$ cat config.mk
export PLATFORM = sky130hd
export DESIGN_NAME = prio_enc_debounced
export DESIGN_NICKNAME = d
export VERILOG_FILES = /design/src/rtl/prio_enc_debounced.sv
export SDC_FILE = /design/constraint.sdc
export NUM_CORES = 1
export LEC_CHECK = 0
export CORE_UTILIZATION = 59
export CTS_BUF_LIST = sky130_fd_sc_hd__clkbuf_8 sky130_fd_sc_hd__clkbuf_16
export CTS_CLUSTER_DIAMETER = 100
export CTS_CLUSTER_SIZE = 30
export DETAILED_ROUTE_END_ITERATION = 8
export PLACE_DENSITY_LB_ADDON = 0.12
export SLEW_MARGIN = 40
export SYNTH_ARGS = -nofsm -noshare
export SYNTH_HDL_FRONTEND = slang
export SYNTH_SLANG_ARGS = --single-unit
$ cat constraint.sdc
create_clock -name hz100 -period 3.5 [get_ports hz100]
set_input_delay 0.7 -clock hz100 [delete_from_list [all_inputs] [get_ports hz100]]
set_output_delay 0.7 -clock hz100 [all_outputs]
set_load 0.01 [all_outputs]
$ cat src/rtl/prio_enc_debounced.sv
// Debounced, registered priority encoder for a push-button bank; optional auto-repeat under KEY_REPEAT_EN.
// Latency: 2-flop sync plus DEBOUNCE samples; strobe is high the cycle after edge k+1+DEBOUNCE.
// Backpressure: none; strobe is a one-cycle pulse and code holds until the next accepted press.
module prio_enc_debounced #(
    parameter int N            = 20,
    parameter int W            = $clog2(N),
    parameter int DEBOUNCE     = 4,
    parameter int REPEAT_DELAY = 50,
    parameter int REPEAT_RATE  = 10
) (
    input  logic         hz100,
    input  logic         reset,
    input  logic [N-1:0] in,
    output logic [W-1:0] code,
    output logic         strobe,
    output logic         held,
    output logic         multi
);

    typedef enum logic [1:0] {S_IDLE, S_ARM, S_HELD, S_RELEASE} state_t;

    localparam int CW = $clog2(DEBOUNCE + 1);

    if (N < 2 || N > 64 || DEBOUNCE < 1 || REPEAT_DELAY < 1 || REPEAT_RATE < 1 || W != $clog2(N))
    begin : g_param_check
        $error("prio_enc_debounced: parameter out of range");
    end

    logic          rst_meta;
    logic          rst_n;
    logic [N-1:0]  s_meta;
    logic [N-1:0]  s;
    logic [W-1:0]  idx;
    logic          any;
    state_t        state;
    state_t        state_n;
    logic [W-1:0]  cand;
    logic [W-1:0]  cand_n;
    logic [CW-1:0] cnt;
    logic [CW-1:0] cnt_n;
    logic [CW-1:0] cnt_inc;
    logic [W-1:0]  code_n;
    logic          strobe_n;
    logic          arm;
    logic          accept;
    logic          rep_fire;

    // Reset asserts asynchronously but releases on a clock edge.
    always_ff @(posedge hz100 or negedge reset) begin
        if (!reset) begin
            rst_meta <= 1'b0;
            rst_n    <= 1'b0;
        end else begin
            rst_meta <= 1'b1;
            rst_n    <= rst_meta;
        end
    end

    always_ff @(posedge hz100 or negedge rst_n) begin
        if (!rst_n) begin
            s_meta <= '0;
            s      <= '0;
        end else begin
            s_meta <= in;
            s      <= s_meta;
        end
    end

    always_comb begin
        idx = '0;
        for (int i = 0; i < N; i++) begin
            if (s[i]) idx = W'(i);
        end
    end

    assign any = |s;

    always_comb begin
        state_n  = state;
        cand_n   = cand;
        cnt_n    = cnt;
        code_n   = code;
        strobe_n = 1'b0;
        arm      = 1'b0;
        accept   = 1'b0;
        cnt_inc  = cnt + CW'(1);
        unique case (state)
            S_IDLE: begin
                if (any) arm = 1'b1;
            end
            S_ARM: begin
                if (!any) begin
                    state_n = S_IDLE;
                end else if (idx != cand) begin
                    arm = 1'b1;
                end else if (cnt_inc == CW'(DEBOUNCE)) begin
                    accept = 1'b1;
                end else begin
                    cnt_n = cnt_inc;
                end
            end
            S_HELD: begin
                if (!any) begin
                    if (DEBOUNCE == 1) begin
                        state_n = S_IDLE;
                    end else begin
                        state_n = S_RELEASE;
                        cnt_n   = CW'(1);
                    end
                end else if (idx != code) begin
                    arm = 1'b1;
                end
            end
            S_RELEASE: begin
                if (any) begin
                    if (idx == code) state_n = S_HELD;
                    else             arm     = 1'b1;
                end else if (cnt_inc == CW'(DEBOUNCE)) begin
                    state_n = S_IDLE;
                end else begin
                    cnt_n = cnt_inc;
                end
            end
            default: state_n = S_IDLE;
        endcase
        // The first sample of a new candidate already counts toward the debounce window.
        if (arm) begin
            cand_n = idx;
            cnt_n  = CW'(1);
            if (DEBOUNCE == 1) accept  = 1'b1;
            else               state_n = S_ARM;
        end
        if (accept) begin
            state_n  = S_HELD;
            code_n   = cand_n;
            strobe_n = 1'b1;
        end
    end

`ifdef KEY_REPEAT_EN
    localparam int REP_MAX = (REPEAT_DELAY > REPEAT_RATE) ? REPEAT_DELAY : REPEAT_RATE;
    localparam int RW      = $clog2(REP_MAX + 1);

    logic [RW-1:0] rep;
    logic [RW-1:0] rep_n;
    logic [RW-1:0] rep_inc;
    logic          rep_phase;
    logic          rep_phase_n;

    // Phase 0 waits REPEAT_DELAY after entering HELD, phase 1 repeats every REPEAT_RATE.
    always_comb begin
        rep_n       = '0;
        rep_phase_n = 1'b0;
        rep_fire    = 1'b0;
        rep_inc     = rep + RW'(1);
        if (state == S_HELD && state_n == S_HELD && !accept) begin
            if (rep_inc == (rep_phase ? RW'(REPEAT_RATE) : RW'(REPEAT_DELAY))) begin
                rep_fire    = 1'b1;
                rep_phase_n = 1'b1;
            end else begin
                rep_n       = rep_inc;
                rep_phase_n = rep_phase;
            end
        end
    end

    always_ff @(posedge hz100 or negedge rst_n) begin
        if (!rst_n) begin
            rep       <= '0;
            rep_phase <= 1'b0;
        end else begin
            rep       <= rep_n;
            rep_phase <= rep_phase_n;
        end
    end
`else
    assign rep_fire = 1'b0;
`endif

    always_ff @(posedge hz100 or negedge rst_n) begin
        if (!rst_n) begin
            state  <= S_IDLE;
            cand   <= '0;
            cnt    <= '0;
            code   <= '0;
            strobe <= 1'b0;
            multi  <= 1'b0;
        end else begin
            state  <= state_n;
            cand   <= cand_n;
            cnt    <= cnt_n;
            code   <= code_n;
            strobe <= strobe_n | rep_fire;
            multi  <= |(s & (s - N'(1)));
        end
    end

    assign held = (state == S_HELD) || (state == S_RELEASE);

endmodule

==> PnR_summary.wiki <==
{| class="wikitable"
! Metric !! Value
|-
| Setup repair after global routing missed its margin || false
|-
| HPWL after DPL || approximately 3300 um
|-
| Crit path arrival time || 3.49 ns
|-
| Sequential share of power || 47.3%
|-
| Number of inserted diodes || 0
|-
| Fraction of synthesized cell area in xor and xnor cells || under 10%
|-
| Number of placed I/O pins || 30
|-
| Effective utilization at floorplan || 61.9%
|-
| Simple-Gate Fraction of Synth Area || 17.9%
|-
| Number of iterations in the first detailed-routing pass || 4
|-
| Part of the Yosys area used for sequential elements || 58.7%
|-
| Largest net degree at the start of global routing || 52
|-
| Floorplan die width || 67.3 um
|-
| Part of the power in the clock network || 35.1%
|-
| Worst clock skew || 0.00877 ns
|-
| Overall die area || between 0.004 and 0.005 sq mm
|-
| Synthesized-area fraction occupied by ao, oa, aoi and oai cells || roughly 11%
|-
| Max stage delay cell, worst path || or4_4
|-
| CTS clk-pin slew, worst paths || 0.07 ns
|-
| Cell count after synthesis || 216
|-
| Max Slew Vio Count || 0
|-
| Flop and latch count out of synthesis || 59
|-
| Per-cell routed wire length || 15.5 um
|-
| Htree depth || 3
|-
| CP Class || flip-flop to flip-flop
|-
| Clock tree from TritonCTS || yes
|-
| R2r endpoint || cand[0]
|-
| Register-to-register setup slack || 0.23 ns
|-
| Most frequently used flop master after synthesis || dfrtp_1
|-
| Setup violators final || 0
|-
| Standby leakage power || 1.26 nW
|-
| Number of global-route vias before repair || ~1700
|-
| Cell area after technology mapping || ~0.0025 sq mm
|-
| Post-Syn Nets || 240
|-
| CTS Buf Count || 9
|-
| Internal Power || around 1.3 mW
|-
| Latest clock arrival within the worst-skew pair || 0.33 ns
|-
| Mean cell area of the mapped netlist || 11.6 sq um
|-
| Maximum fanout count along the critical path || 10
|-
| Remaining design rule violation count || 0
|-
| Count of yosys warnings during synthesis || 0
|-
| Fraction of registers with async set/reset || 100%
|-
| Chain of cells forming the critical path || or4_4, or4_1, a21oi_1, o32ai_1, or4_4, o31ai_4, nor2_4, mux2_4
|-
| Switching component of the power || 494 uW
|-
| Power density relative to cell area || 579 mW/mm^2
|-
| Transition at the pin with the smallest max-transition slack || between 0.6 and 0.7 ns
|-
| Maximum vdd drop || ~360 uV
|-
| Destination of the critical timing path || cand[0]
|-
| Max Freq || 0.306 GHz
|-
| Longest Clk Path Bufs || 2
|-
| Worst R2R Path Depth || 8
|-
| Fin crit period || 3.27 ns
|-
| Critical path origin || s[16]
|-
| Final hold violations || 0
|-
| DR vias || 1811
|-
| Hold Path Class || flip-flop to flip-flop
|-
| Switching share of total power || 28.0%
|-
| Endpoint required time on the critical path || 3.72 ns
|-
| Overall global routing resource usage || 24.2%
|-
| Slew margin rel. || 59.0%
|-
| Gpl congestion || ~1.0
|-
| Total number of placement rows || 23
|-
| Number of setup buffers added after CTS || 0
|-
| Power share of the combinational group || 17.6%
|-
| Kind of end point of the critical path || flip-flop
|-
| Multiplexer fraction of the synthesized cell area || 6.07%
|-
| Number of flops mapped to enable cells by yosys || 0
|-
| Final hold slack || 0.348 ns
|-
| Total of buffers placed on input and output ports || 29
|-
| Fraction of layout cells with a size suffix above 1 || 14.1%
|-
| Fin util || 75.2%
|-
| Maximum Capacitance Violations || 0
|-
| Area of the core || ~0.004 sq mm
|-
| Cell mode on critical path || or4_4
|-
| Post-route fraction of the period consumed by the critical path || a little over 90%
|-
| Overall routed net length || around 4700 um
|-
| Worst R2R Start || s[16]
|-
| Number of distinct standard cells referenced by the synthesized netlist || 48
|-
| Finished Layout Cells || 306
|-
| # clock sinks || roughly 60
|-
| Initial antenna violation count || 0
|-
| Final net count || 275
|-
| Antenna violation net count after detailed routing || 0
|-
| Run status || finished, final reports clean
|-
| Delay of the slowest cell on the worst path || 0.60 ns
|-
| Floorplan die height || around 67 um
|-
| Drt first-iter violations || 153
|-
| Setup crit start kind || flip-flop
|-
| Combinational family with the most area after synthesis || simple AND/OR/NAND/NOR gates
|-
| Number of placed instances with taps included || 290
|-
| Total Negative Setup Slacks || 0 ns
|-
| Area Overhead vs Synth || 21.5%
|-
| Vias per Instance || ~5.9
|-
| Clock tree root driver cell || clkbuf_8
|-
| Post-CTS Hold Buffers || 0
|-
| Adder and majority cell fraction of the synthesized area || 2.19%
|-
| First-pass GRT wire length || 7790 um
|-
| Overflow left after global routing || 0
|-
| Count of cells resized by post-cts repair || 0
|}
[area by class of cell]
cell class | count | area, sq um
multi-input cells | 142 | 965
well taps | 50 | 62.6
repair buffers | 33 | 320
clock inverters | 6 | 65.1
clock buffers | 10 | 138
fillers | 264 | 1000
flip-flops and latches | 59 | 1480
inverters | 6 | 22.5
[power groups by stage]
stage / Sequential, mW / Clock [mW] / Combinational, mW
3_5_place_dp: 0.846 / 0 / 0.312
6_report: 0.835 / 0.620 / 0.311
3_3_place_gp: 0.841 / 0 / 0.299
5_1_grt: 0.846 / 0.672 / 0.344
4_1_cts: 0.834 / 0.636 / 0.314
2_1_floorplan: 0.828 / 0 / 0.209
[cells by family after synthesis]
kind of cell	after synthesis
other	1
and+or+nand+nor	80
adders and majority gates	5
DFF	59
muxes	13
AOI/OAI and AO/OA	40
xor gates and xnor gates	3
buffers and inverters	15
[how the worst min path moves through the flow]
stage	end	startpoint	depth (start not counted)
5_1_grt	s[3]	s_meta[3]	0
3_3_place_gp	s[5]	s_meta[5]	0
3_5_place_dp	s[14]	s_meta[14]	0
6_report	s[14]	s_meta[14]	0
2_1_floorplan	rst_n	rst_meta	0
4_1_cts	s[9]	s_meta[9]	0
[state kept, by name, indices dropped and copies added (netlist names), 2 cells and up]
signal	count
cnt	3
code	5
s_meta	20
state	2
s	20
cand	5
[routing by layer]
layer	wire length (um)	GRT usage [%]
met1	2140	31.0
met2	2210	35.6
met3	300	9.63
met4	85	11.4
met5	0	0
[cell usage after synthesis, types with 3 or more instances]
| library cell | count | area (sq um) |
|---|---|---|
| or4_1 | 5 | 37.5 |
| nor4_1 | 7 | 43.8 |
| nand3_1 | 6 | 30.0 |
| or3_1 | 3 | 18.8 |
| xnor2_1 | 3 | 26.3 |
| mux2_2 | 6 | 67.6 |
| o21ai_0 | 9 | 45.0 |
| mux2i_1 | 4 | 40.0 |
| o31ai_1 | 4 | 30.0 |
| maj3_1 | 3 | 30.0 |
| inv_1 | 6 | 22.5 |
| a21oi_1 | 9 | 45.0 |
| nor2b_1 | 6 | 37.5 |
| nand2_1 | 10 | 37.5 |
| mux2_4 | 3 | 45.0 |
| dfrtp_1 | 59 | 1480 |
| clkbuf_1 | 6 | 22.5 |
| nor2_1 | 19 | 71.3 |
| nor3_1 | 6 | 30.0 |
| nand4_1 | 3 | 18.8 |
[metrics by stage]
| step | power [mW] | instance area, sq um | worst slack (ns) |
|---|---|---|---|
| 3_5_place_dp | 1.16 | 2850 | 0.270 |
| 4_1_cts | 1.78 | 3050 | 0.244 |
| 3_3_place_gp | 1.14 | 2850 | 0.295 |
| 5_1_grt | 1.86 | 3050 | 0.106 |
| 6_report | 1.77 | 3050 | 0.229 |
| 2_1_floorplan | 1.04 | 2510 | 0.266 |
[worst max-delay path: cells and delay by family, from the launching register on]
kind / cells / cell delay [ns]
muxes: 1 / 0.31
AOI/OAI and AO/OA: 3 / 0.59
DFF: 1 / 0.45
and+or+nand+nor: 4 / 1.80
[cells in the final DEF (no fill, tap or decap), types with 4 or more instances in the layout]
cell type,instances
dfrtp_1,58
clkdlybuf4s50_1,29
nor2_1,19
nand2_1,10
clkbuf_8,10
o21ai_0,9
a21oi_1,9
inv_1,7
nor4_1,7
nor2b_1,6
nor3_1,6
nand3_1,6
mux2_2,6
or4_1,5
o31ai_1,4
mux2i_1,4
buf_4,4
Note: power is estimated with default switching activity, not from simulation.
